**src/rtl/temp_bcd_converter.sv**
```systemverilog
// Sequential double-dabble converter: 10-bit temperature to three BCD digits.
// Digits are registered and change only on the cycle that done pulses.
module temp_bcd_converter #(
    parameter int BIN_WIDTH = 10,
    parameter int MAX_VALUE = 999
) (
    input  logic                 clk,
    input  logic                 reset,
    input  logic [BIN_WIDTH-1:0] temp_bin,
    input  logic                 temp_valid,
    output logic                 busy,
    output logic                 done,
    output logic                 overflow,
    output logic [3:0]           temp_value_100,
    output logic [3:0]           temp_value_10,
    output logic [3:0]           temp_value_1
);

    localparam logic [BIN_WIDTH-1:0] MAX_BIN = BIN_WIDTH'(MAX_VALUE);
    localparam logic [3:0] LAST_ITER = 4'(BIN_WIDTH - 1);

    typedef enum logic [1:0] {
        IDLE,
        SHIFT,
        DONE
    } state_t;

    state_t state, state_next;

    logic [11:0]          bcd;
    logic [BIN_WIDTH-1:0] bin;
    logic [3:0]           cnt;
    logic                 ov_lat;
    logic [11:0]          bcd_adj;
    logic                 accept;

    function automatic logic [3:0] adj(input logic [3:0] n);
        return (n >= 4'd5) ? n + 4'd3 : n;
    endfunction

    assign accept  = (state == IDLE) && temp_valid;
    assign bcd_adj = {adj(bcd[11:8]), adj(bcd[7:4]), adj(bcd[3:0])};
    assign busy    = (state != IDLE);

    always_ff @(posedge clk or posedge reset) begin
        if (reset)
            state <= IDLE;
        else
            state <= state_next;
    end

    always_comb begin
        state_next = state;
        unique case (state)
            IDLE:    if (temp_valid) state_next = SHIFT;
            SHIFT:   if (cnt == LAST_ITER) state_next = DONE;
            DONE:    state_next = IDLE;
            default: state_next = IDLE;
        endcase
    end

    // Working registers: {bcd, bin} shifts as one 22-bit field.
    always_ff @(posedge clk or posedge reset) begin
        if (reset) begin
            bcd    <= '0;
            bin    <= '0;
            cnt    <= '0;
            ov_lat <= 1'b0;
        end else if (accept) begin
            bcd    <= '0;
            bin    <= (temp_bin > MAX_BIN) ? MAX_BIN : temp_bin;
            cnt    <= '0;
            ov_lat <= (temp_bin > MAX_BIN);
        end else if (state == SHIFT) begin
            {bcd, bin} <= {bcd_adj[10:0], bin, 1'b0};
            cnt        <= cnt + 4'd1;
        end
    end

    always_ff @(posedge clk or posedge reset) begin
        if (reset) begin
            done           <= 1'b0;
            overflow       <= 1'b0;
            temp_value_100 <= '0;
            temp_value_10  <= '0;
            temp_value_1   <= '0;
        end else begin
            done <= (state == DONE);
            if (state == DONE) begin
                overflow       <= ov_lat;
                temp_value_100 <= bcd[11:8];
                temp_value_10  <= bcd[7:4];
                temp_value_1   <= bcd[3:0];
            end
        end
    end

endmodule

```
**config.mk**
```make
export PLATFORM = sky130hd
export DESIGN_NAME = temp_bcd_converter
export DESIGN_NICKNAME = d
export VERILOG_FILES = /design/src/rtl/temp_bcd_converter.sv
export SDC_FILE = /design/constraint.sdc
export NUM_CORES = 1
export LEC_CHECK = 0
export ABC_AREA = 1
export BUFFER_PORTS_ARGS = -buffer_cell sky130_fd_sc_hd__buf_4
export CAP_MARGIN = 40
export CORE_ASPECT_RATIO = 0.8
export CORE_UTILIZATION = 55
export CTS_CLUSTER_SIZE = 20
export DETAILED_ROUTE_END_ITERATION = 10
export PLACE_DENSITY = 0.77
export SLEW_MARGIN = 15
export SYNTH_ARGS = -nofsm -noshare
export SYNTH_HDL_FRONTEND = slang
export SYNTH_SLANG_ARGS = --single-unit
```
**constraint.sdc**
```tcl
create_clock -name clk -period 3.21 [get_ports clk]
set_input_delay 0.321 -clock clk [delete_from_list [all_inputs] [get_ports clk]]
set_output_delay 0.321 -clock clk [all_outputs]
set_load 0.005 [all_outputs]
```
Word-level counts from Yosys, hierarchy flattened --
Cells that the tools add are included.
Storage, ports and cells: register bits 43, latch bits 0, bits in writable memories 0, bits in read-only memories 0, bits of input ports 13, logic and storage cells 41, memories kept 0
Operators by class: $add $sub $neg 4, $mul 0, div/mod/pow operators 0, $lt $le $gt $ge 4, equal/unequal tests 5, shifts and indexed selects 0, mux-type cells 13, bitwise gates (word level) 0, reductions and logical operators 5
Operators with widths (count):
- $mux 10 | 3
- $mux 12 | 2
- $mux 4 | 4
- $ge 4x3->1 const B | 3
- $gt 10x10->1 const B | 1
- $add 4x2->4 const B | 2
- $add 4x1->4 const B | 1
- $eq 4x4->1 const B | 1
- $mux 2 | 2
- $ne 2x2->1 const B | 2
- $pmux 2 s2 | 1
- $reduce_bool 2->1 | 2
- $add 3x2->3 const B | 1
- $mux 3 | 1
- $eq 2x1->1 const B | 1
- $eq 2x2->1 const B | 1
- $logic_not 2->1 | 1
- $reduce_and 2->1 | 1
- $logic_and 1x1->1 | 1

Logic depth before layout (Yosys ltp) --
depth in word-level cells 4, gate-level depth with buffers 8, gate-level depth less buffers 8

Worst setup path after synthesis --
Ideal clock, no wire load.
path type reg2reg, start point reg state[1], end point reg bin[3], library setup time 0.114 ns, arrival 1.047 ns, data required time 3.096 ns, setup slack 2.049 ns, cell stages (with the launch flop) 7, clock period less this slack 1.161 ns, path through dfrtp_1 -> inv_1 -> nand2_1 -> nor2_4 -> nand3_2 -> nand2_1 -> nor2_1
Between the ends: cells in the longest elaborated chain, start to end 3, elaborated cells between the ends (all ways) 5, classes of those cells eq/ne (1); mux (1); reduce/logical (3)
RTL lines:
- start: declaration | RTL line 28 | state_t state, state_next;
- start signal: assignment | RTL line 49 | state <= state_next;
- $logic_not 2->1 | RTL line 41 | assign accept = (state == IDLE) && temp_valid;
- $logic_and 1x1->1 | RTL line 41
- $mux 10 or $reduce_bool 2->1 (tied branches)
- end signal: assignment | RTL line 71 | bin <= (temp_bin > MAX_BIN) ? MAX_BIN : temp_bin;
- end signal: assignment | RTL line 75 | {bcd, bin} <= {bcd_adj[10:0], bin, 1'b0};
- end: declaration | RTL line 31 | logic [BIN_WIDTH-1:0] bin;
Parallel ways exist; a longest one is shown, timed or not. A chain may end at the register's enable or synchronous reset.

Worst setup path after layout --
start point reg state[0], end point reg bcd[7]
Between the ends: cells in the longest elaborated chain, start to end 3, elaborated cells between the ends (all ways) 5, classes of those cells eq/ne (1); mux (1); reduce/logical (3)
RTL lines:
- $logic_not 2->1 | RTL line 41
- $logic_and 1x1->1 | RTL line 41
- $mux 12 or $reduce_bool 2->1 (tied branches)
- end signal: assignment | RTL line 75
- end: declaration | RTL line 30 | logic [11:0] bcd;
Parallel ways exist; a longest one is shown, timed or not.

==> metrics.md <==
| Metric | Value |
|---|---|
| Non-Filler Cell Area, Final | `around 2500 µm²` |
| Crit. End Element | `flop` |
| Antenna cells | `0` |
| Synthesis-stage register bit count | `43` |
| Buffers from clock root to sink, at most | `2` |
| Highest ir drop seen on vdd | `0.000621 V` |
| Relative max-transition margin | `between 40% and 50%` |
| Area added between synthesis and finish | `15.4%` |
| Total length of routed wires | `3940 µm` |
| Initial antenna violation count | `0` |
| Mean Syn Cell Area | `8.12 µm²` |
| Library cell occupying the most area in the post-synthesis netlist | `sky130_fd_sc_hd__dfrtp_1` |
| Data required time at the worst endpoint | `about 3.4 ns` |
| Placed insts | `326` |
| Setup repair after global routing missed its margin | `no` |
| Pre-Repair DR Iteration Count | `4` |
| Rows | `19` |
| Number of standard cells in the layout, taps in and fillers out | `334` |
| Vias post-DR | `between 1500 and 2000` |
| Summed instance area of the synthesized netlist | `2130 µm²` |
| Synth top area cells | `sky130_fd_sc_hd__dfrtp_1, sky130_fd_sc_hd__nand2_1, sky130_fd_sc_hd__inv_1` |
| Max-cap viol count | `0` |
| Num ports | `28` |
| Via-per-instance ratio | `5.14` |
| YS warnings | `0` |
| Overall Global Routing Usage | `approximately 22%` |
| Type of the worst setup path | `flop to flop` |
| Maximum number of pins on one net before global-route repair | `44` |
| Number of global-route vias before repair | `1578` |
| Total of endpoints with negative setup slack in the final report | `0` |
| Die Outline Area | `a little over 4000 µm²` |
| Arrival time at the worst endpoint | `1.86 ns` |
| Static leakage | `1.35 nW` |
| Number of buffers inserted by port buffering | `27` |
| Post-Syn Instances | `262` |
| Fin crit share | `51.4%` |
| Initial standard-cell utilization of the core | `between 50% and 60%` |
| Final critical path time including I/O delays and setup | `1.65 ns` |
| Final Slew Violations | `0` |
| Post-Route Hold Slack | `approximately 0.14 ns` |
| Post-synth top area share | `50.6%` |
| GRT overflow | `0` |
| Highest net fanout along the worst path | `20` |
| Reg clk slew, reported paths | `about 0.08 ns` |
| Final HPWL from detailed placement | `2840 µm` |
| Class of the worst hold path | `primary input to async pin` |
| Sequential-to-total area share from yosys stat | `50.6%` |
| Actual transition at the worst max-transition pin | `0.778 ns` |
| Number of DRC markers in iteration 0 | `115` |
| Final hold vios | `0` |
| DRC violation count after routing | `0` |
| Average wire length per cell after detail routing | `11.8 µm` |
| Die Wd | `around 72 µm` |
| Number of gates resized after cts | `0` |
| Total clock buffers created by CTS | `5` |
| Sum of negative setup slack | `0 ns` |
| Wire length of the first global-routing pass | `approximately 7000 µm` |
| Core Footprint | `between 3000 and 4000 µm²` |
| Post-CTS Hold Buffers | `0` |
| Minimum setup slack among reg-to-reg paths | `approximately 1.6 ns` |
| Clock tree from TritonCTS | `built` |
| Synth cell types | `21` |
| Antenna-violating nets left | `0` |
| Share of final-layout standard cells stronger than drive strength 1 | `about 15%` |
| Clock insertion delay at the later pin of the skew report | `0.30 ns` |
| Number of post-CTS setup repair buffers | `0` |
| Number of nets at the end of the flow | `312` |
| Deepest level of the CTS H-tree | `2` |
| Power per unit of standard cell area | `939 nW/µm²` |
| Clock Skew | `0.00720 ns` |
| Highest Clock Rate | `0.606 GHz` |
| Placed inst area | `2340 µm²` |
| Net count after synthesis | `about 280` |
| Clock sinks | `43` |
| Status | `completed` |
| Die height | `57.6 µm` |
| Number of fill cells in the layout | `320` |
| Root Driver | `sky130_fd_sc_hd__clkbuf_8` |
| Routability congestion estimate from global placement | `roughly 0.8` |
| Critical path startpoint category | `flop` |
==> worst paths after layout <==
| kind | cells past startpoint | endpoint | startpoint |
|---|---|---|---|
| min | 3 | state[1] | reset |
| min reg2reg | 2 | temp_value_1[0] | temp_value_1[0] |
| max reg2reg | 3 | bcd[7] | state[0] |
| max | 3 | bcd[7] | state[0] |
| max in group asynchronous | 3 | temp_value_10[1] | reset |
| min in group clk | 3 | bin[6] | temp_bin[6] |
==> cells in the mapped netlist <==
library cell                n
sky130_fd_sc_hd__nand2_1   90
sky130_fd_sc_hd__dfrtp_1   43
sky130_fd_sc_hd__inv_1     38
sky130_fd_sc_hd__nand3_1   24
sky130_fd_sc_hd__o21ai_0   23
sky130_fd_sc_hd__ha_1       8
sky130_fd_sc_hd__nor2_1     8
sky130_fd_sc_hd__nand4_1    6
sky130_fd_sc_hd__nor2_4     3
sky130_fd_sc_hd__o21ai_1    3
sky130_fd_sc_hd__a22oi_1    2
sky130_fd_sc_hd__buf_2      2
sky130_fd_sc_hd__buf_4      2
sky130_fd_sc_hd__buf_6      2
sky130_fd_sc_hd__inv_2      2
sky130_fd_sc_hd__nand2_2    1
sky130_fd_sc_hd__nand3_2    1
sky130_fd_sc_hd__o211ai_1   1
sky130_fd_sc_hd__o21ai_2    1
sky130_fd_sc_hd__o21bai_2   1
sky130_fd_sc_hd__o22ai_1    1
==> per-stage QoR <==
step                worst slack [ns]  power [mW]  utilization [%]
floorplan                       1.89        1.62                -
global placement                1.62        1.86             65.7
detailed placement              1.53        1.90             65.7
CTS                             1.52        2.32             68.9
global route                    1.38        2.53             68.9
finish                          1.56        2.31             68.9
==> layout by cell type (no fill, tap or decap), drive strengths merged <==
master / Yosys / layout
nand2: 91 / 91
dfrtp: 43 / 43
inv: 40 / 40
buf: 6 / 28
o21ai: 27 / 27
nand3: 25 / 25
nor2: 11 / 11
ha: 8 / 8
nand4: 6 / 6
clkbuf: 0 / 5
a22oi: 2 / 2
clkinv: 0 / 2
o22ai: 1 / 1
o211ai: 1 / 1
o21bai: 1 / 1
bufinv: 0 / 1
==> final cells by class <==
class | instances | area [µm²] | share of cell area (%)
multi-input combinational | 173 | 855 | 34.8
sequential | 43 | 1080 | 43.8
tap | 42 | 52.6 | 2.14
timing repair buffer | 28 | 210 | 8.56
inverter | 40 | 150 | 6.11
clock buffer | 5 | 68.8 | 2.80
clock inverter | 3 | 43.8 | 1.78
==> report_power, final <==
group	leakage, nW	internal (mW)	switching (mW)	total, mW
clock network	0.0581	0.232	0.185	0.417
logic	0.759	0.388	0.570	0.959
registers	0.533	0.774	0.157	0.930
total	1.35	1.39	0.912	2.31
==> layer usage <==
| metal | routed length, µm | global-route usage, % |
|---|---|---|
| met1 | 1980 | 31.1 |
| met3 | 166 | 4.70 |
| met4 | 43 | 6.72 |
| met2 | 1750 | 35.2 |
| met5 | 0 | 0 |
==> flip-flops by register name, summed over array words and instances, names as in the netlist <==
signal and flops:
bcd 12, cnt 4, bin 10, temp_value_10 4, temp_value_100 4, done 1
overflow 1, ov_lat 1, temp_value_1 4, state 2
==> critical path, stage by stage (launching register included) <==
cell and delay [ns]:
sky130_fd_sc_hd__dfrtp_1 0.46, sky130_fd_sc_hd__o21ai_2 0.66, sky130_fd_sc_hd__inv_1 0.23, sky130_fd_sc_hd__o21ai_0 0.22
==> cell families (layout without fill, tap and decap cells) <==
kind of cell / count (synthesis) / count (layout) / share of synthesized area (%)
compound gates: 32 / 32 / 8.41
fa+ha+maj: 8 / 8 / 4.70
buf+inv: 46 / 76 / 9.29
flops: 43 / 43 / 50.6
simple gates: 133 / 133 / 27.0
(Power assumes the default switching activity.)
